===== config.mk =====
export PLATFORM = sky130hd
export DESIGN_NAME = alu_arb_444
export DESIGN_NICKNAME = d
export VERILOG_FILES = /design/src/rtl/alu_arb_444.sv
export SDC_FILE = /design/constraint.sdc
export NUM_CORES = 1
export LEC_CHECK = 0
export ABC_AREA = 1
export CORE_ASPECT_RATIO = 2
export CORE_MARGIN = 2
export CORE_UTILIZATION = 27
export DETAILED_ROUTE_END_ITERATION = 10
export HOLD_SLACK_MARGIN = 0.03
export PLACE_DENSITY = 0.61
export SLEW_MARGIN = 40
export SYNTH_ARGS = -nofsm -noshare
export SYNTH_HDL_FRONTEND = slang
export SYNTH_SLANG_ARGS = --single-unit

===== constraint.sdc =====
create_clock -name clk_i -period 4.5 [get_ports clk_i]
set_clock_uncertainty 0.2 [all_clocks]
set_input_delay 1.35 -clock clk_i [delete_from_list [all_inputs] [get_ports clk_i]]
set_output_delay 1.35 -clock clk_i [all_outputs]
set_load 0.05 [all_outputs]

===== src/rtl/alu_arb_444.sv =====
// Two-client arbiter/sequencer sharing one combinational 8-bit ALU.
// Grants round-robin (or fixed priority), registers operands, returns the result to the winner.
`timescale 1ns/1ps

module alu_arb_444 #(
  parameter bit RR_EN = 1'b1
) (
  input  logic       clk_i,
  input  logic       rst_ni,
  input  logic [1:0] req_valid_i2,
  output logic [1:0] req_ready_o2,
  input  logic [7:0] req_A0_i8,
  input  logic [7:0] req_B0_i8,
  input  logic [2:0] req_sel0_i3,
  input  logic [7:0] req_A1_i8,
  input  logic [7:0] req_B1_i8,
  input  logic [2:0] req_sel1_i3,
  output logic [7:0] alu_A_o8,
  output logic [7:0] alu_B_o8,
  output logic [2:0] alu_sel_o3,
  input  logic [7:0] alu_y_i8,
  output logic [1:0] rsp_valid_o2,
  input  logic [1:0] rsp_ready_i2,
  output logic [7:0] rsp_y_o8,
  output logic       busy_o,
  output logic [7:0] op_cnt_o8
);

  typedef enum logic [1:0] {
    IDLE = 2'd0,
    EXEC = 2'd1,
    RESP = 2'd2
  } state_t;

  state_t     state;
  logic       id;
  logic       last;
  logic [1:0] grant;
  logic       req_hs;

  // Grant only in IDLE; on contention the port not served last wins (or port 0 in fixed mode).
  always_comb begin
    grant = 2'b00;
    if (state == IDLE) begin
      case (req_valid_i2)
        2'b01:   grant = 2'b01;
        2'b10:   grant = 2'b10;
        2'b11:   grant = (RR_EN && !last) ? 2'b10 : 2'b01;
        default: grant = 2'b00;
      endcase
    end
  end

  assign req_ready_o2 = rst_ni ? grant : 2'b00;
  assign req_hs       = |(req_valid_i2 & grant);

  always_ff @(posedge clk_i or negedge rst_ni) begin
    if (!rst_ni) begin
      state        <= IDLE;
      id           <= 1'b0;
      last         <= 1'b1;
      alu_A_o8     <= 8'd0;
      alu_B_o8     <= 8'd0;
      alu_sel_o3   <= 3'd0;
      rsp_y_o8     <= 8'd0;
      rsp_valid_o2 <= 2'b00;
      busy_o       <= 1'b0;
      op_cnt_o8    <= 8'd0;
    end else begin
      case (state)
        IDLE: begin
          if (req_hs) begin
            id     <= grant[1];
            busy_o <= 1'b1;
            state  <= EXEC;
            if (grant[1]) begin
              alu_A_o8   <= req_A1_i8;
              alu_B_o8   <= req_B1_i8;
              alu_sel_o3 <= req_sel1_i3;
            end else begin
              alu_A_o8   <= req_A0_i8;
              alu_B_o8   <= req_B0_i8;
              alu_sel_o3 <= req_sel0_i3;
            end
          end
        end
        EXEC: begin
          rsp_y_o8     <= alu_y_i8;
          rsp_valid_o2 <= {id, ~id};
          state        <= RESP;
        end
        RESP: begin
          // Only the owning port's ready completes the response.
          if (rsp_ready_i2[id]) begin
            rsp_valid_o2 <= 2'b00;
            busy_o       <= 1'b0;
            last         <= id;
            op_cnt_o8    <= op_cnt_o8 + 8'd1;
            state        <= IDLE;
          end
        end
        default: state <= IDLE;
      endcase
    end
  end

endmodule


* Word-level counts from Yosys, hierarchy flattened
Cells that the tools add are included.
** Word-level totals
- Register bits after elaboration :: 42
- Bits of input ports :: 52
- Output and inout port bits :: 40
- Word-level logic and storage cells :: 46
** Cells by class
- Add/sub/neg operators :: 1
- $lt $le $gt $ge :: 1
- Equal/unequal tests :: 7
- Muxes and demuxes :: 16
- Bitwise gates (word level) :: 2
- Reduce and logical (&&, ||, !) cells :: 9
** Operators with widths (number)
- 8-bit two-way mux :: 2
- 2-bit case mux with 3 select lines :: 2
- 2-bit two-way mux :: 5
- 8-bit by 1-bit adder with 8-bit output (second input constant) :: 1
- 2-bit AND reduction :: 4
- 2-bit equality test (second input constant) :: 3
- 2-bit by 1-bit equality test with 1-bit output (second input constant) :: 2
- 1-bit two-way mux :: 4
- 2-bit inequality test (second input constant) :: 2
- 2-bit case mux with 2 select lines :: 1
- 2-bit nonzero test :: 2
- 3-bit two-way mux :: 1
- 3-bit AND reduction :: 1
- 2-bit AND :: 1
- 2-bit zero test :: 1
- 1-bit by 2-bit < comparator with 1-bit output (second input constant) :: 1
- 1-bit case mux with 2 select lines :: 1
- 2-bit OR reduction :: 1
- 1-bit NOT :: 1

* Logic depth before layout (Yosys ltp)
- Depth after elaboration :: 7
- Mapped depth :: 7
- Mapped depth without buffers :: 7

* Worst setup path before layout
OpenSTA, ideal clock, no wires.
- Kind :: input port to output port
- Start :: input port req_valid_i2[1]
- End :: output port req_ready_o2[0]
- Data arrival time :: 2.723 ns
- Data required time :: 2.950 ns
- Setup slack :: 0.227 ns
- Stages on the path :: 2
- Path buffers :: 1
- Path through :: buf_2 a211oi_1
** Between the ends
- Word-level cells in the longest chain between the ends :: 4
- Elaborated cells between the ends (all ways) :: 6
- Those cells by class :: 3 x eq/ne; 3 x mux
** Ends and longest elaborated chain
- start, declared :: line 10 : input logic [1:0] req_valid_i2,
- 2-bit equality test or 2-bit by 1-bit equality test with 1-bit output (tied branches) :: line 45 : case (req_valid_i2)
- 2-bit case mux with 3 select lines * :: line 45
- 2-bit two-way mux * :: line 44 : if (state == IDLE) begin
- 2-bit two-way mux * :: line 54 : assign req_ready_o2 = rst_ni ? grant : 2'b00;
- end, declared :: line 11 : output logic [1:0] req_ready_o2,
Mark *: on every way between the ends. The rest lies on a longest branch, timed or not.

* Worst setup path after layout
Ends and elaborated chain as after synthesis.

==> impl_results.md <==
- Ys Warns: 0
- Slew @ Worst Pin: 0.5484 ns
- Routed len/inst: 13.17 µm
- Die height: about 130 µm
- Seq cells post-synth: 42
- TNS Setup: 0 ns
- Area of the multi-input gates: roughly 920 µm²
- Max Cap Viol: 0
- Die width: 66.65 µm
- Clock sink count: between 40 and 50
- CP Capture Point: req_ready_o2[0]
- Worst Setup End Kind: output port
- GP Congestion: 0.7941
- Ant diodes: 0
- Placement Cell Area: 3095 µm²
- Slew Viols, Final: 0
- Initial antenna violation count: 0
- Drt initial violations: 76
- CP startpoint kind: primary input
- ANT nets after route: 0
- Static Leak: 1.588 nW
- Area Overhead vs Synth: 52.95%
- Worst Setup Path Type: primary input to output port
- Reg2reg end: alu_B_o8[7]
- PwrDens: 754.6 nW/µm²
- First-pass GRT wire length: approximately 9.9 mm
- Worst Reg2Reg Path Length in Cells: 7
- Post-Syn Area per Cell: 7.652 µm²
- Filler cells: 795
- Yosys top cell area share: 48.41%
- # rows: 45
- Setup repair bufs after CTS: 0
- Final period util: 92.15%
- Dominant cells by area after synthesis: dfrtp_1 (48%), nand2_1 (29%), nand4_1 (5.6%)
- Reg2reg start: state[1]
- CP max FO: 7
- Slew HR: 63.32%
- Later-pin clock latency in the skew report: 0.29 ns
- Sequential element share of the synthesized area: between 40 and 50%
- Router iterations before antenna repair: 4
- Cell area after synthesis: 2120 µm²
- Final nets: 419
- Mapped Cells: approximately 280
- Die Footprint: 8618 µm²
- Hold Path Class: flop to flop
- FF-to-FF setup slack: 2.68 ns
- Core Util, Final: 42.65%
- Clock Pin Slew Worst Setup and Hold Paths: 0.06 ns
- Placed wire-length estimate: ~4.5 mm
- Post-route DRC: 0
- DR vias/cell: approximately 4.5
- Initial Utilization: 27.88%
- Vias in the first global route: 2055
- Core ar.: between 7000 and 8000 µm²
- Global route overflow: 0
- Synth area leader: dfrtp_1
- Crit path launch: req_valid_i2[1]
- Ports: 92
- Crit path DAT: 2.60 ns
- Highest Clock Rate: 0.2411 GHz
- FF+latch area: 1052 µm²
- Fin area: roughly 3200 µm²
- Global Route Usage Sum: between 10% and 20%
- Worst EP required: 2.95 ns
- CTS H-tree depth: 2
- Finished Layout Cells: 461
- Vias: 2069
- DP Cell Count: 453
- Share of layout cells above drive strength 1: 6.812%
- Synth cell types: 22
- Pin count of the biggest net entering global routing: 43
- TritonCTS Buffers: 5
- Status: finished clean
- CTS max path bufs: 2
- Overall routed net length: slightly above 6 mm
- Final Hold Vio Count: 0
- Period minus WS final: ~4.1 ns
- RSZ-0062 raised after global routing: no
- Post-Syn Nets: 330
- Tot Pwr: 2.446 mW
- Root Driver: clkbuf_16
- Post-CTS Hold Fix Bufs: 0
- PortBufs: 91
- Post-CTS Resized: 0
- Maximum VDD drop: 0.4260 mV
- CTS tree: built
- Final setup viols: 0
## worst min path at each step
| stage | slack, ns | depth (start not counted) | startpoint | end |
|---|---|---|---|---|
| finish | 0.27 | 2 | rsp_y_o8[0] | rsp_y_o8[0] |
| global route | 0.31 | 2 | rsp_y_o8[3] | rsp_y_o8[3] |
| CTS | 0.27 | 2 | rsp_y_o8[0] | rsp_y_o8[0] |
| detailed placement | 0.26 | 2 | rsp_y_o8[0] | rsp_y_o8[0] |
| global placement | 0.25 | 2 | rsp_y_o8[0] | rsp_y_o8[0] |
| floorplan | 0.27 | 2 | last | last |
## layer usage
metal | global-route usage, % | part of all wire [%]
met4 | 8.283 | 3.7
met5 | 0 | 0
met3 | 2.604 | 3.8
met1 | 17.23 | 38
met2 | 26.35 | 54
## through the flow
stage,setup WS (ns),hold WS (ns)
final,0.3531,0.2697
after global routing,0.2864,0.3057
after detailed placement,0.3830,0.2578
after floorplan,0.2265,0.2651
after global placement,0.3456,0.2536
after CTS,0.3494,0.2740
## synth_stat cells
library cell and n:
o21ai_0 2, nand2_1 163, nand2_4 1, inv_1 10, a21boi_0 1, xnor2_1 2, inv_2 2, a211oi_1 1
dfrtp_1 41, nand3_1 5, ha_1 1, nor2_1 6, buf_2 6, buf_4 4, a21oi_1 1, nand3_2 1
xor2_1 2, nor2_4 2, dfstp_2 1, o21ai_2 2, buf_6 4, nand4_1 19
## placed cells by master, fill, tap and decap left out, types with 2 or more instances in the layout
master,netlist,layout
nand2_1,163,163
clkdlybuf4s50_1,0,88
dfrtp_1,41,41
nand4_1,19,19
inv_1,10,10
nor2_1,6,6
nand3_1,5,5
clkbuf_16,0,5
buf_4,4,5
nor2_4,2,2
o21ai_2,2,2
inv_2,2,2
o21ai_0,2,2
xnor2_1,2,2
xor2_1,2,2
buf_12,0,2
## sequential cells by signal, indices dropped and copies added (netlist names)
signal        flops
busy_o            1
rsp_valid_o2      2
rsp_y_o8          8
alu_B_o8          8
last              1
alu_A_o8          8
alu_sel_o3        3
state             2
op_cnt_o8         8
id                1
## cells by family after synthesis
| group | after synthesis | synth area share, % |
|---|---|---|
| buffers and inverters | 26 | 7.084 |
| AOI/OAI and AO/OA | 7 | 2.243 |
| adders and majority gates | 1 | 0.5902 |
| DFF | 42 | 49.65 |
| xor gates and xnor gates | 4 | 1.653 |
| and+or+nand+nor | 197 | 38.78 |
## where the power goes
part,switching (mW),internal [mW],leakage (nW)
Sequential,0.117,0.552,0.521
Combinational,0.968,0.455,0.996
Clock,0.149,0.205,0.0698
Total,1.23,1.21,1.59
## critical path, stage by stage
cell             delay (ns)
clkdlybuf4s50_1        0.56
a211oi_1               0.49
buf_12                 0.20
## cell type report
type | count | area share [%]
inverters | 12 | 1.389
well taps | 94 | 3.628
clock inverters | 3 | 0.6561
clock buffers | 5 | 3.860
flip-flops and latches | 42 | 32.46
multi-input cells | 209 | 28.29
repair buffers | 96 | 29.72
(Power assumes the default switching activity.)
